===== src/rtl/mul32_iter_pkg.sv =====
// Shared constants, FSM state type and step-to-shift mapping for the iterative 32x32 multiplier.
// Used by the operand bus, the 16x16 core and the sequencer.
package mul_pkg;

   localparam int W    = 32;
   localparam int HALF = 16;

   typedef enum logic [1:0] {
      IDLE = 2'd0,
      MUL  = 2'd1,
      DONE = 2'd2
   } state_t;

   typedef logic [1:0] step_t;

   // Partial-product weight for each step: lo*lo, hi*lo, lo*hi, hi*hi.
   function automatic int unsigned step_shift(step_t s);
      case (s)
         2'd0:    return 0;
         2'd1:    return 16;
         2'd2:    return 16;
         default: return 32;
      endcase
   endfunction

endpackage


===== src/rtl/mul32_iter_if.sv =====
// Operand/result handshake bus of the iterative multiplier.
// master = producer/consumer side, slave = multiplier side.
interface mul32_iter_if;
   import mul_pkg::*;

   logic             in_valid;
   logic             in_ready;
   logic [W-1:0]     in_a;
   logic [W-1:0]     in_b;
   logic             out_valid;
   logic             out_ready;
   logic [2*W-1:0]   out_data;
   logic             busy;

   modport master (
      output in_valid, in_a, in_b, out_ready,
      input  in_ready, out_valid, out_data, busy
   );

   modport slave (
      input  in_valid, in_a, in_b, out_ready,
      output in_ready, out_valid, out_data, busy
   );

endinterface


===== src/rtl/mul32_iter_core.sv =====
// Purely combinational 16x16 unsigned multiplier shared across the four steps.
// Zero latency; no handshake, the sequencer owns all timing.
module mul32_iter_core
   import mul_pkg::*;
(
   input  logic [HALF-1:0] a,
   input  logic [HALF-1:0] b,
   output logic [W-1:0]    p
);

   assign p = {{HALF{1'b0}}, a} * {{HALF{1'b0}}, b};

endmodule


===== src/rtl/mul32_iter.sv =====
// 32x32 unsigned multiply over four cycles on one 16x16 core; result 4 edges after capture (0 with zero skip).
// Accepts only in IDLE; the result is held in DONE with out_valid high until out_ready.
module mul32_iter
   import mul_pkg::*;
#(
   parameter bit SKIP_ZERO = 1'b1,
   parameter bit OUT_HOLD  = 1'b1
)
(
   input  logic         clk,
   input  logic         rst_n,
   mul32_iter_if.slave  bus
);

   state_t          state;
   state_t          state_nx;
   step_t           step;
   logic [W-1:0]    a_r;
   logic [W-1:0]    b_r;
   logic [2*W-1:0]  acc;
   logic [2*W-1:0]  acc_nx;
   logic [2*W-1:0]  data_r;
   logic [HALF-1:0] core_a;
   logic [HALF-1:0] core_b;
   logic [W-1:0]    pp;
   logic            is_zero;

   assign is_zero = SKIP_ZERO && ((bus.in_a == '0) || (bus.in_b == '0));

   // step[0] selects the high half of a, step[1] the high half of b.
   assign core_a = step[0] ? a_r[W-1:HALF] : a_r[HALF-1:0];
   assign core_b = step[1] ? b_r[W-1:HALF] : b_r[HALF-1:0];

   mul32_iter_core u_core (
      .a (core_a),
      .b (core_b),
      .p (pp)
   );

   assign acc_nx = acc + ({{W{1'b0}}, pp} << step_shift(step));

   always_ff @(posedge clk or negedge rst_n) begin
      if (!rst_n) begin
         state <= IDLE;
      end else begin
         state <= state_nx;
      end
   end

   always_comb begin
      state_nx      = state;
      bus.in_ready  = 1'b0;
      bus.out_valid = 1'b0;
      bus.busy      = 1'b0;
      bus.out_data  = data_r;
      case (state)
         IDLE: begin
            bus.in_ready = 1'b1;
            if (bus.in_valid) begin
               state_nx = is_zero ? DONE : MUL;
            end
         end
         MUL: begin
            bus.busy = 1'b1;
            if (step == 2'd3) begin
               state_nx = DONE;
            end
         end
         DONE: begin
            bus.busy      = 1'b1;
            bus.out_valid = 1'b1;
            if (bus.out_ready) begin
               state_nx = IDLE;
            end
         end
         default: state_nx = IDLE;
      endcase
   end

   always_ff @(posedge clk or negedge rst_n) begin
      if (!rst_n) begin
         step   <= '0;
         a_r    <= '0;
         b_r    <= '0;
         acc    <= '0;
         data_r <= '0;
      end else begin
         case (state)
            IDLE: begin
               if (bus.in_valid) begin
                  a_r  <= bus.in_a;
                  b_r  <= bus.in_b;
                  acc  <= '0;
                  step <= '0;
                  if (is_zero) begin
                     data_r <= '0;
                  end
               end
            end
            MUL: begin
               acc  <= acc_nx;
               step <= step + 2'd1;
               if (step == 2'd3) begin
                  data_r <= acc_nx;
               end
            end
            DONE: begin
               if (bus.out_ready && !OUT_HOLD) begin
                  data_r <= '0;
               end
            end
            default: ;
         endcase
      end
   end

endmodule

===== src/flat_wrapper.sv =====
// flat-port wrapper written by rule: the top's interface ports become plain ports
module mul32_iter_flat import mul_pkg::*;
#(
   parameter bit SKIP_ZERO = 1'b1,
   parameter bit OUT_HOLD  = 1'b1
)
  (clk, rst_n, bus_in_valid, bus_in_a, bus_in_b, bus_out_ready, bus_in_ready, bus_out_valid, bus_out_data, bus_busy);
  mul32_iter_if bus_i ();
  input  logic clk;
  input  logic rst_n;
  input wire logic [$bits(bus_i.in_valid)-1:0] bus_in_valid;
  input wire logic [$bits(bus_i.in_a)-1:0] bus_in_a;
  input wire logic [$bits(bus_i.in_b)-1:0] bus_in_b;
  input wire logic [$bits(bus_i.out_ready)-1:0] bus_out_ready;
  output wire logic [$bits(bus_i.in_ready)-1:0] bus_in_ready;
  output wire logic [$bits(bus_i.out_valid)-1:0] bus_out_valid;
  output wire logic [$bits(bus_i.out_data)-1:0] bus_out_data;
  output wire logic [$bits(bus_i.busy)-1:0] bus_busy;
  assign bus_i.in_valid = bus_in_valid;
  assign bus_i.in_a = bus_in_a;
  assign bus_i.in_b = bus_in_b;
  assign bus_i.out_ready = bus_out_ready;
  assign bus_in_ready = bus_i.in_ready;
  assign bus_out_valid = bus_i.out_valid;
  assign bus_out_data = bus_i.out_data;
  assign bus_busy = bus_i.busy;
  mul32_iter #(.SKIP_ZERO(SKIP_ZERO), .OUT_HOLD(OUT_HOLD)) u_core (.clk(clk), .rst_n(rst_n), .bus(bus_i));
endmodule

===== config.mk =====
export PLATFORM = sky130hd
export DESIGN_NAME = mul32_iter_flat
export DESIGN_NICKNAME = d
export VERILOG_FILES = /design/src/rtl/mul32_iter_pkg.sv /design/src/rtl/mul32_iter_if.sv /design/src/rtl/mul32_iter_core.sv /design/src/rtl/mul32_iter.sv /design/src/flat_wrapper.sv
export SDC_FILE = /design/constraint.sdc
export NUM_CORES = 1
export LEC_CHECK = 0
export CORE_ASPECT_RATIO = 1.4
export CORE_MARGIN = 2
export CORE_UTILIZATION = 50
export DETAILED_ROUTE_END_ITERATION = 10
export PLACE_DENSITY_LB_ADDON = 0.12
export SYNTH_ARGS = -nofsm -noshare
export SYNTH_HDL_FRONTEND = slang
export SYNTH_SLANG_ARGS = --single-unit

===== constraint.sdc =====
create_clock -name clk -period 10.25 [get_ports clk]
set_input_delay 2.5625 -clock clk [delete_from_list [all_inputs] [get_ports clk]]
set_output_delay 2.5625 -clock clk [all_outputs]
set_load 0.03 [all_outputs]

Word-level counts from Yosys, hierarchy flattened
Cells that the tools add are included.
{ "word_totals": {"elab_cells": 50, "output_inout_bits": 67, "ff_bits": 196} }
{ "op_classes": {"muxes": 19, "shift": 1, "mul": 1, "n_addsub": 2, "n_eq_ne": 9, "n_reduce_logical": 12} }
{ "ops": {"columns": ["op", "n"], "rows": [
  ["2-to-1 mux 64 bit", 4],
  ["one-hot mux 64 bit (2 select lines)", 2],
  ["adder 64 bit", 1],
  ["zero test 32 bit", 2],
  ["<< shifter 32 x 6 -> 64 bit", 1],
  ["multiplier 16 x 16 -> 32 bit", 1],
  ["2-to-1 mux 16 bit", 2],
  ["one-hot mux 6 bit (2 select lines)", 1],
  ["2-to-1 mux 2 bit", 5],
  ["equality test 2 bit (second input constant)", 3],
  ["one-hot mux 2 bit (3 select lines)", 1],
  ["equality test 2 x 1 -> 1 bit (second input constant)", 2],
  ["zero test 2 bit", 2],
  ["inequality test 2 x 1 -> 1 bit (second input constant)", 2],
  ["inequality test 2 bit (second input constant)", 2],
  ["one-hot mux 2 bit (2 select lines)", 1],
  ["AND reduction 2 bit", 2],
  ["AND reduction 4 bit", 1],
  ["OR reduction 2 bit", 2],
  ["2-to-1 mux 1 bit", 3],
  ["AND reduction 3 bit", 1],
  ["adder 2 x 1 -> 2 bit (second input constant)", 1],
  ["nonzero test 2 bit", 1],
  ["logical OR 1 bit", 1]
]} }

Depth between registers and ports, before layout
{ "depth": {"ltp_word": 7, "mapped_depth": 39, "ltp_nobuf": 35} }

By module
A second synthesis with hierarchy kept.
{ "hier_totals": {"cells_unflattened": 2324, "area_unflattened_um2": 20947.6} }
{ "modules_own_cells": {"columns": ["module", "seq_area_each_um2", "cells_each", "instances", "area_each_um2"], "rows": [
  ["mul32_iter", 4904.7, 1327, 1, 12329.3],
  ["mul32_iter_core", 0.0, 997, 1, 8618.3]
]} }

Least setup slack after synthesis
No wires, ideal clock.
{ "synth_timing": {"path_type": "reg2reg", "from": "register u_core.step[0]", "to": "register u_core.data_r[63] (netlist: u_core.bus.out_data[63])", "n_path_buf": 5, "slack_ns": 0.406, "required_ns": 10.174, "path_stages_with_launch": 40, "t_arrival_ns": 9.768, "synth_period_minus_slack_ns": 9.844, "cell_sequence": "dfrtp_1 -> clkbuf_1 -> clkbuf_1 -> buf_1 -> mux2i_1 -> nor2_1 -> fa_1 -> inv_1 -> fa_1 -> inv_1 -> fa_1 -> fa_1 -> fa_1 -> inv_1 -> fa_1 -> inv_1 -> ha_1 -> clkbuf_1 -> [4 not listed] -> a21bo_1 -> a2111o_1 -> a221o_1 -> a21oi_2 -> mux2_4 -> nor3_2 -> ha_1 -> buf_2 -> nand2_2 -> nor4_4 -> a21oi_1 -> a21oi_1 -> o31ai_1 -> a211o_1 -> a21o_1 -> o2bb2ai_2 -> xor3_1 -> o21ai_1"} }
{ "synth_between": {"elab_chain_cells": 7, "elab_cells_between_ends": 14, "classes_between": "1 x add/sub; 1 x mul; 4 x eq/ne; 1 x shift; 4 x mux; 3 x reduce/logical"} }
{ "synth_lines": {"columns": ["element", "line", "rtl"], "rows": [
  ["start, declared", "mul32_iter.sv:17", "step_t step;"],
  ["start signal, assigned", "mul32_iter.sv:102", "step <= step + 2'd1;"],
  ["branches (longest 7 deep; another with adder 64 bit)", null, null],
  ["end signal, assigned", "mul32_iter.sv:104", "data_r <= acc_nx;"],
  ["end, declared", "mul32_iter.sv:22", "logic [2*W-1:0] data_r;"]
]} }
Parallel ways; which one is timed is not known. The select of a mux whose other input is x is not followed.
A chain may end at the register's enable or synchronous reset.

Worst setup path in the final report
Same ends and word-level chain as after synthesis.

==> run summary <==
Outcome - completed
Adder-Cell Fraction of Synth Area - 0.288
CP endpoint - u_core.bus.out_data[63]
Total vias in the final route - 17700
Final number of setup-violating endpoints - 0
# Post-CTS Setup Buffers - 0
Clock skew - 24.9 ps
Synth cell count leaders - nand2_1 (388), inv_1 (265), nor2_1 (200)
CP Data Required Time - 10660 ps
Cells on worst reg2reg path - 35
Slew @ Worst Pin - 1000 ps
Asr flop ratio synth - 1.00
Slowest stage delay, CP - 530 ps
CP Launch Type - register
XOR/XNOR Fraction of Synth Area - 0.0379
Root Driver - clkbuf_16
Seq/Total Area, Yosys - 0.234
Total gr overflow - 0
Final WS setup - 405 ps
Synth area leaders - dfrtp_1 (23%), fa_1 (19%), ha_1 (10%), nand2_1 (7.0%), mux2_2 (5.3%)
Total GRT Usage - 0.335
CP max-delay cell - fa_1
Seq cells post-synth - 196
Largest net degree at the start of global routing - 99
Vias in the first global route - 18800
Post-synth EDFFs - 0
Post-synthesis compound-gate area fraction - 0.139
DR iter-0 viols - 1195
DR pass1 iterations - 6
Reg-to-reg endpoint - u_core.bus.out_data[63]
Largest family of logic cells by synthesized area - adder cells
Critical path data arrival time - 10260 ps
Post-cts hold buffer count - 0
Routability Congestion - 0.957
Sinks on Clock Net - 196
F_max - 102 MHz
CTS max path bufs - 2
R2r setup slk - 410 ps
Synth Area in Simple Gates - 0.160
Initial antenna violation count - 0
H-tree depth - 4
Mapped Nets - 2814
CP Max Fanout - 18
Cts bufs inserted - 17
Syn. warnings - 0
Design Area, Final - 23700 um2
I/O pin count - 135
Final WL - 70600 um
R2r startpoint - u_core.step[0]
Post-Syn Area - 21000 um2
Site row count - 88
Final Hold Fails - 0
Total of max-cap violations - 0
TritonCTS clock tree - built
IO buf count - 134
# DRC - 0
Core Footprint - 41300 um2
Worst min path class - register to register
Vias/cell - 5.80
Slew Limit Fails - 0
Slew Limit Headroom - 0.333
Post-synthesis mux area share - 0.0711
Worst-path clk slew - 80 ps
RSZ-0062 raised after global routing - no
Area Overhead vs Synth - 13.3%
CP Class - register to register
DIE WIDTH - 177 um
Count leader, synth - nand2_1
Post-synth top area share - 0.234
Avg Cell Area, Syn - 8.80 um2
Die area - 43600 um2
Synth Flop Type - dfrtp_1
Nets@finish - 2928
Clock Latency Late Sink - 500 ps
Area leader, netlist - dfrtp_1
CP most frequent cell - fa_1
Pre-CTS WS - 270 ps
Ant diodes - 0
Layout cell share with drive strength beyond 1 - 0.0953
Synth Instances - 2380
Post-cts resize count - 0
Crit. End Element - register
Initial core utilization - 0.507
Setup TNS - 0 ps
Min Clock Period, post-route - 9840 ps
Synth cell types - 89
First-pass GRT wire length - 109000 um
Hpwl dp - 57000 um
Die H - 246 um
Final period util - 0.960
Placed cell area - 23000 um2
Critical path origin - u_core.step[0]
ANT nets after route - 0
Routed length per instance - 23.2 um
cell families (layout without fill, tap and decap cells):
kind of cell | after synthesis | count (layout)
XOR/XNOR | 89 | 89
AND/OR/NAND/NOR | 771 | 771
adder cells (fa/ha/maj) | 366 | 366
multiplexers | 136 | 136
AO/OA/AOI/OAI | 453 | 453
buffers and inverters | 369 | 496
flip-flops | 196 | 196
final cells by class:
cell class	count	area, um2
Multi-Input combinational cell	1815	14700
Tap cell	540	676
Fill cell	3798	17500
Inverter	266	998
Clock inverter	13	156
Timing Repair Buffer	198	1880
Sequential cell	196	4910
Clock buffer	19	453
per-stage QoR:
step / cells / hold WS, ps / util
global placement: 3014 / 454 / 0.558
finish: 3047 / 485 / 0.575
global route: 3047 / 509 / 0.575
CTS: 3046 / 482 / 0.572
floorplan: 2380 / 445 / -
detailed placement: 3014 / 460 / 0.558
layer usage:
layer	wire [um]	share of wire	global-route usage
met1	26200	0.37	0.367
met2	37100	0.53	0.610
met3	2660	0.038	0.0446
met4	4700	0.067	0.201
met5	0	0	0
worst min-delay path by stage:
stage | end | slack, ps | cells past startpoint | start
after floorplan | u_core.acc[17] | 450 | 2 | u_core.acc[17]
after global routing | u_core.acc[0] | 510 | 2 | u_core.acc[0]
after CTS | u_core.bus.out_data[52] | 480 | 2 | u_core.bus.out_data[52]
after detailed placement | u_core.bus.out_data[52] | 460 | 2 | u_core.bus.out_data[52]
after global placement | u_core.bus.out_data[52] | 450 | 2 | u_core.bus.out_data[52]
final | u_core.acc[21] | 490 | 2 | u_core.acc[21]
state kept, by name, summed over array words and instances, names as in the netlist:
name / cells
u_core.acc: 64
u_core.bus.out_data: 64
u_core.a_r: 32
u_core.b_r: 32
u_core.state: 2
u_core.step: 2
placed cells by master (no fill, tap or decap), types with 27 or more instances in the layout:
master / synthesis / final
o21ai_0: 135 / 135
inv_1: 265 / 265
clkdlybuf4s50_1: 0 / 133
xor2_1: 27 / 27
a21oi_1: 103 / 102
buf_4: 3 / 59
and2_1: 28 / 28
xnor2_1: 61 / 61
ha_1: 171 / 168
dfrtp_1: 196 / 195
mux2_2: 99 / 92
mux2i_1: 36 / 34
fa_1: 195 / 195
nand4_1: 29 / 29
nor2_1: 200 / 200
nand2_1: 388 / 387
a21o_1: 31 / 31
critical path, delay by kind of cell, from the launching register on:
| kind | cells | cell delay, ps |
|---|---|---|
| AO/OA/AOI/OAI | 13 | 2850 |
| XOR/XNOR | 1 | 350 |
| adder cells (fa/ha/maj) | 8 | 3700 |
| multiplexers | 2 | 800 |
| buffers and inverters | 5 | 520 |
| AND/OR/NAND/NOR | 6 | 1040 |
| flip-flops | 1 | 470 |
Power is left out: the tool's default activity adds up to more than one toggle a clock period on the data nets, which glitch-free logic cannot reach.
